===== config.mk =====
export PLATFORM = sky130hd
export DESIGN_NAME = fifo_packet_reader
export DESIGN_NICKNAME = d
export VERILOG_FILES = /design/src/rtl/fifo_packet_reader_pkg.sv /design/src/rtl/fifo_packet_reader_skid_buffer.sv /design/src/rtl/fifo_packet_reader.sv
export SDC_FILE = /design/constraint.sdc
export NUM_CORES = 1
export LEC_CHECK = 0
export ABC_CLOCK_PERIOD_IN_PS = 2800
export CAP_MARGIN = 40
export CORE_ASPECT_RATIO = 0.75
export CORE_MARGIN = 4
export CORE_UTILIZATION = 53
export DETAILED_ROUTE_END_ITERATION = 10
export HOLD_SLACK_MARGIN = 0.1
export PLACE_DENSITY = 0.79
export SYNTH_ARGS = -nofsm -noshare
export SYNTH_HDL_FRONTEND = slang
export SYNTH_SLANG_ARGS = --single-unit

===== constraint.sdc =====
create_clock -name clock -period 2.8 [get_ports clock]
set_input_delay 0.56 -clock clock [delete_from_list [all_inputs] [get_ports clock]]
set_output_delay 0.56 -clock clock [all_outputs]
set_load 0.01 [all_outputs]

===== src/rtl/fifo_packet_reader_pkg.sv =====
// Shared types and constants for the FIFO packet reader.
package fifo_packet_reader_pkg;

  // Reader FSM: wait for a header, wait for its return, stream the payload.
  typedef enum logic [1:0] {
    IDLE     = 2'd0,
    HDR_WAIT = 2'd1,
    PAYLOAD  = 2'd2
  } reader_state_t;

  // Entries in the output buffer; the read-issue rule keeps occ+inflight at or below this.
  localparam int OUT_BUFFER_DEPTH = 2;

endpackage


===== src/rtl/fifo_packet_reader_skid_buffer.sv =====
// Two-entry {data, first, last} buffer between FIFO returns and the output stream.
// The producer never pushes into a full buffer; it uses o_occ and o_pop to decide.
module stream_skid_buffer
  import fifo_packet_reader_pkg::*;
#(
  parameter int DATA_WIDTH = 16
) (
  input  logic                  clock,
  input  logic                  reset,
  input  logic                  i_push,
  input  logic [DATA_WIDTH-1:0] i_data,
  input  logic                  i_first,
  input  logic                  i_last,
  output logic                  o_valid,
  output logic [DATA_WIDTH-1:0] o_data,
  output logic                  o_first,
  output logic                  o_last,
  input  logic                  i_ready,
  output logic [1:0]            o_occ,
  output logic                  o_pop
);

  localparam int EW = DATA_WIDTH + 2;

  logic [EW-1:0] r_mem [OUT_BUFFER_DEPTH];
  logic          r_rd_ptr;
  logic          r_wr_ptr;
  logic [1:0]    r_occ;
  logic [EW-1:0] w_head;
  logic          w_push;

  assign w_head  = r_mem[r_rd_ptr];
  assign o_valid = (r_occ != 2'd0);
  assign o_pop   = o_valid & i_ready;
  // A push into a full buffer is only legal when the head leaves on the same edge.
  assign w_push  = i_push & ((r_occ != 2'd2) | o_pop);
  assign o_occ   = r_occ;

  // Outputs read as zero when empty; the head entry holds while stalled.
  assign o_data  = o_valid ? w_head[DATA_WIDTH-1:0] : '0;
  assign o_last  = o_valid & w_head[DATA_WIDTH];
  assign o_first = o_valid & w_head[DATA_WIDTH+1];

  // Storage, pointers and occupancy.
  always_ff @(posedge clock) begin
    if (reset) begin
      r_rd_ptr <= 1'b0;
      r_wr_ptr <= 1'b0;
      r_occ    <= 2'd0;
      for (int i = 0; i < OUT_BUFFER_DEPTH; i++) r_mem[i] <= '0;
    end else begin
      if (w_push) begin
        r_mem[r_wr_ptr] <= {i_first, i_last, i_data};
        r_wr_ptr        <= ~r_wr_ptr;
      end
      if (o_pop) r_rd_ptr <= ~r_rd_ptr;
      r_occ <= r_occ + {1'b0, w_push} - {1'b0, o_pop};
    end
  end

endmodule


===== src/rtl/fifo_packet_reader.sv =====
// Drains length-prefixed packets from a 1-cycle-latency FIFO into a
// valid/ready stream with first/last markers.
// Stream handshake: a word transfers on a rising edge where m_valid & m_ready;
// while m_valid is high and m_ready low, m_data/m_first/m_last hold steady.
module fifo_packet_reader
  import fifo_packet_reader_pkg::*;
#(
  parameter int DATA_WIDTH   = 16,
  parameter int LENGTH_WIDTH = 12,
  parameter int COUNT_WIDTH  = 32
) (
  input  logic                    clock,
  input  logic                    reset,
  input  logic                    fifo_empty,
  output logic                    fifo_read_enable,
  input  logic [DATA_WIDTH-1:0]   fifo_read_data,
  input  logic                    fifo_read_data_valid,
  output logic [DATA_WIDTH-1:0]   m_data,
  output logic                    m_valid,
  input  logic                    m_ready,
  output logic                    m_first,
  output logic                    m_last,
  output logic [LENGTH_WIDTH-1:0] packet_length,
  output logic                    busy,
  output logic                    length_error,
  output logic [COUNT_WIDTH-1:0]  packets_sent,
  output logic [COUNT_WIDTH-1:0]  length_errors,
  output logic [1:0]              dbg_state
);

  localparam logic [LENGTH_WIDTH-1:0] LEN_ONE = {{(LENGTH_WIDTH-1){1'b0}}, 1'b1};
  localparam logic [COUNT_WIDTH-1:0]  CNT_ONE = {{(COUNT_WIDTH-1){1'b0}}, 1'b1};

  reader_state_t             r_state;
  reader_state_t             w_next_state;
  logic [LENGTH_WIDTH-1:0]   r_packet_length;
  logic [LENGTH_WIDTH-1:0]   r_reads_left;
  logic [LENGTH_WIDTH-1:0]   r_words_left;
  logic                      r_inflight;
  logic                      r_length_error;
  logic [COUNT_WIDTH-1:0]    r_packets_sent;
  logic [COUNT_WIDTH-1:0]    r_length_errors;

  logic [LENGTH_WIDTH-1:0]   w_hdr_len;
  logic                      w_hdr_valid;
  logic                      w_payload_ret;
  logic                      w_rd_en;
  logic [1:0]                w_occ;
  logic                      w_pop;
  logic [2:0]                w_pending;
  logic                      w_room;
  logic                      w_done;

  assign w_hdr_len     = fifo_read_data[LENGTH_WIDTH-1:0];
  assign w_hdr_valid   = (r_state == HDR_WAIT) & fifo_read_data_valid;
  // Returns seen in IDLE are stale reads from before a reset and are dropped.
  assign w_payload_ret = (r_state == PAYLOAD) & fifo_read_data_valid;
  // Words already claimed in the buffer after this edge must stay below the depth.
  assign w_pending     = {1'b0, w_occ} + {2'b00, r_inflight};
  assign w_room        = w_pending < (3'd2 + {2'b00, w_pop});
  assign w_done        = (r_state == PAYLOAD) & w_pop & m_last;

  stream_skid_buffer #(.DATA_WIDTH(DATA_WIDTH)) u_out_buf (
    .clock   (clock),
    .reset   (reset),
    .i_push  (w_payload_ret),
    .i_data  (fifo_read_data),
    .i_first (r_words_left == r_packet_length),
    .i_last  (r_words_left == LEN_ONE),
    .o_valid (m_valid),
    .o_data  (m_data),
    .o_first (m_first),
    .o_last  (m_last),
    .i_ready (m_ready),
    .o_occ   (w_occ),
    .o_pop   (w_pop)
  );

  // FSM state register.
  always_ff @(posedge clock) begin
    if (reset) r_state <= IDLE;
    else       r_state <= w_next_state;
  end

  // Next-state and read-issue decode.
  always_comb begin
    w_next_state = r_state;
    w_rd_en      = 1'b0;
    case (r_state)
      IDLE: begin
        if (!fifo_empty) begin
          w_rd_en      = 1'b1;
          w_next_state = HDR_WAIT;
        end
      end
      HDR_WAIT: begin
        if (fifo_read_data_valid) begin
          w_next_state = (w_hdr_len == '0) ? IDLE : PAYLOAD;
        end
      end
      PAYLOAD: begin
        w_rd_en = !fifo_empty & (r_reads_left != '0) & w_room;
        if (w_done) w_next_state = IDLE;
      end
      default: w_next_state = IDLE;
    endcase
  end

  // A read issued during reset would pop a word nobody is waiting for.
  assign fifo_read_enable = w_rd_en & !reset;

  // Header capture, payload counters, error pulse and statistics.
  always_ff @(posedge clock) begin
    if (reset) begin
      r_packet_length <= '0;
      r_reads_left    <= '0;
      r_words_left    <= '0;
      r_inflight      <= 1'b0;
      r_length_error  <= 1'b0;
      r_packets_sent  <= '0;
      r_length_errors <= '0;
    end else begin
      r_inflight     <= fifo_read_enable;
      r_length_error <= w_hdr_valid & (w_hdr_len == '0);
      if (w_hdr_valid) begin
        if (w_hdr_len == '0) begin
          r_length_errors <= r_length_errors + CNT_ONE;
        end else begin
          r_packet_length <= w_hdr_len;
          r_reads_left    <= w_hdr_len;
          r_words_left    <= w_hdr_len;
        end
      end
      if (fifo_read_enable && (r_state == PAYLOAD)) r_reads_left <= r_reads_left - LEN_ONE;
      if (w_payload_ret) r_words_left <= r_words_left - LEN_ONE;
      if (w_done) r_packets_sent <= r_packets_sent + CNT_ONE;
    end
  end

  assign packet_length = r_packet_length;
  assign length_error  = r_length_error;
  assign packets_sent  = r_packets_sent;
  assign length_errors = r_length_errors;
  assign busy          = (r_state != IDLE) | m_valid;
  assign dbg_state     = r_state;

endmodule

==> results.toml, run 1 <==
[clock_network]
cts_setup_buffers = 0
insertion_delay_ns = 0.42
cts_tree = "done"
clkTransAtPathRegs_ns = 0.06
cts_made_buffers = 17
cts_root_buffer = "clkbuf_16"
cts-htree-levels = 4
clock_path_buffers = 2
cts.sinks = 145
ctsHoldBuffers = 0

[grt]
grt.overflow.total = 0
grt_start_max_net_pins = 73
grt_pass1_vias = 6166
grt_antenna_before_repair = 0
grt_pass1_wl_um = 30100
grtUsageTotal_pct = 24.9

[place]
dp.cells = 1043
place_area_um2 = 8460
gp_congestion = 0.864
dp_hpwl_um = 13100
portBuffers = 120

[timing]
slew_violations = 0
finalHoldViolCount = 0
slew_headroom_pct = 51.3
skew_ns = 0.00784
rsz0062_at_grt = "false"
setup_tns_ns = 0
fmax_mhz = 381
worst_pin_slew_ns = 0.724
hold_ws_ns = 0.485
fin_crit_sh_pct = 93.7
period_minus_slack_ns = 2.62
setup_violations = 0

[worst_hold_path]
worstHoldPathCells = 2
hold_class = "flop to flop"
min_to = "packet_length[5]"
min_from = "packet_length[5]"

[synthesis]
synth-edff-count = 36
synth_ff_type = "dfxtp_1"
ys_ff_latch = 145
synth-seq-area-share_pct = 47.7
syn_avg_cell_area_um2 = 9.15
synth.area.top_cells = "dfxtp_1 32%, edfxtp_1 16%, nor2_1 4.7%"
synth_area_um2 = 6840
yosysWarnings = 0
synth_area_leader_cell = "dfxtp_1"
synth_top_area_share_pct = 31.9
syn_inst = 747
synth.distinct_cells = 54
syn_nets = 778
async_reset_ff_share_pct = 0

[floorplan]
fp.dieW_um = 139
num_rows = 35
core_area_um2 = 12400
start_util_pct = 55.0
boundaryPins = 121
die-area_um2 = 14800
die_y_um = 106

[setup_path]
crit_slowest_cell = "or3_1"
arrival_ns = 2.06
worstPathRequired_ns = 2.24
r2r_cells = 5
cp-end-kind = "output port"
cp_cell_sequence = "ha_1, ha_1, or3_1, nor2_1, nand3_1, o41ai_1, clkbuf_2"
crit_path_max_incr_delay_ns = 0.37
worstSetupPathType = "flop to output port"
critPathMaxFanout = 5
reg2reg_to = "length_errors[30]"
crit_top_cell = "ha_1"
start_kind = "flop"
r2r_slack_ns = 0.32
rr_startpoint = "length_errors[5]"

[power]
cellLeakagePower_nw = 3.20
power_density_nw_per_um2 = 625
ir_drop_mv = 0.499
total_power_mw = 5.65

[finish]
nFillCells = 924
final_nets = 927
fin_area_um2 = 9050
n_antenna_cell = 0
instances_no_fill = 1075
area_growth_pct = 32.4
layout-drive-gt1-share_pct = 10.1

[detailed_routing]
drt_iter0_markers = 439
wl_met1_um = 8050
routed-wl-met2_um = 8880
vias = 6240
wl_per_cell_um = 17.0
vias_per_cell = 5.80
drcViolationCount = 0
wl_met3_um = 1050
drt-total-wl_um = 18300
drtAntennaViolNets = 0
firstDrtPassIters = 5
routed.top_layer = "met4"

[status]
status = "complete, no violations"

[job]
cap_violations = 0
==> cells in the mapped netlist, drive strengths merged (2+ instances only) <==
cell type / n
and4: 8
edfxtp: 36
or4: 9
or3b: 2
dfxtp: 109
xnor2: 31
o21a: 4
a21oi: 37
o211ai: 6
a31oi: 19
inv: 20
nor2b: 5
nand2b: 5
nor4: 34
nor2: 86
and3: 22
nor3: 11
o311ai: 4
nand4: 24
clkbuf: 30
o31ai: 5
o21ai: 14
nand3b: 3
mux2i: 19
xor2: 28
or3: 21
o41ai: 3
nand3: 33
or2: 5
ha: 10
nand4b: 2
buf: 9
and2: 18
nand2: 62
==> registers in the layout, indices dropped and copies added (netlist names), 2 cells and up, named ones only <==
name             cells
length_errors       32
u_out_buf.r_mem     36
r_words_left        12
r_reads_left        12
u_out_buf.o_occ      2
dbg_state            2
packets_sent        32
packet_length       12
==> metal layers <==
layer	vias up	track usage, %
met5	-	0
met4	0	9.64
met3	31	4.54
met2	235	41.8
met1	2975	32.0
li1	2999	-
==> layout by cell type (no fill, tap or decap), types with 6 or more instances in the layout <==
master and n:
clkdlybuf4s50_1 118, dfxtp_1 109, nor2_1 86, nand2_1 62
buf_4 49, a21oi_1 37, edfxtp_1 36, nand3_1 33
nor4_1 32, xnor2_1 31, xor2_1 28, nand4_1 24
and3_1 22, or3_1 21, inv_1 20, a31oi_1 19
mux2i_1 19, and2_1 18, clkbuf_16 17, o21ai_0 13
nor3_1 11, ha_1 10, or4_1 9, and4_1 8
o211ai_1 6, clkinvlp_4 6
==> timing repair <==
item / 4_1_cts / 5_1_grt
pin swaps: 0 / 0
setup endpoints to repair: 1 / 1
resized for setup: 1 / 3
==> kinds of logic (layout without fill, tap and decap cells) <==
logic type / count (synthesis) / after routing / synth area share, %
XOR/XNOR: 59 / 59 / 7.56
adder cells (fa/ha/maj): 10 / 10 / 1.83
flip-flops: 145 / 145 / 47.7
AND/OR/NAND/NOR: 353 / 353 / 27.3
AO/OA/AOI/OAI: 101 / 101 / 9.13
multiplexers: 20 / 20 / 2.95
buffers and inverters: 59 / 221 / 3.55
==> power by group <==
part	total [mW]	internal (mW)	switching, mW
Clock	2.27	1.39	0.872
Sequential	2.31	2.23	0.0777
Combinational	1.08	0.513	0.569
Total	5.65	4.14	1.52
==> critical path: cells and delay by family, from the launching register on <==
| family | cells | cell delay, ns |
|---|---|---|
| AO/OA/AOI/OAI | 1 | 0.08 |
| adder cells (fa/ha/maj) | 2 | 0.38 |
| buffers and inverters | 1 | 0.20 |
| flip-flops | 1 | 0.35 |
| AND/OR/NAND/NOR | 3 | 0.63 |
==> per-stage QoR <==
stage,utilization (%),setup WS [ns]
after global routing,72.8,0.0568
after CTS,72.8,0.0220
final,72.8,0.175
after global placement,67.8,-0.146
after floorplan,-,0.515
after detailed placement,68.1,-0.167
==> worst max path at each step <==
| stage | endpoint | start | cells past startpoint |
|---|---|---|---|
| after floorplan | length_errors[13] | fifo_read_data[7] | 5 |
| after global placement | fifo_read_enable | fifo_empty | 6 |
| after detailed placement | fifo_read_enable | fifo_empty | 6 |
| after CTS | fifo_read_enable | u_out_buf.o_occ[0] | 7 |
| after global routing | fifo_read_enable | u_out_buf.o_occ[0] | 7 |
| final | fifo_read_enable | u_out_buf.o_occ[0] | 7 |
==> cell type report <==
type	count	area, um^2	share of cell area [%]
Timing Repair Buffer	169	1580	17.5
Clock inverter	14	165	1.82
Multi-Input combinational cell	543	3330	36.8
Clock buffer	18	429	4.74
Tap cell	166	208	2.29
Inverter	20	75.1	0.829
Sequential cell	145	3260	36.0
Power figures use the tool's default switching activity.
==> run 2: changes to the inputs <==
SLEW_MARGIN = 20   (was unset)
==> results of run 2 <==
The final DEF is identical to that of run 1; final timing and power are the same.
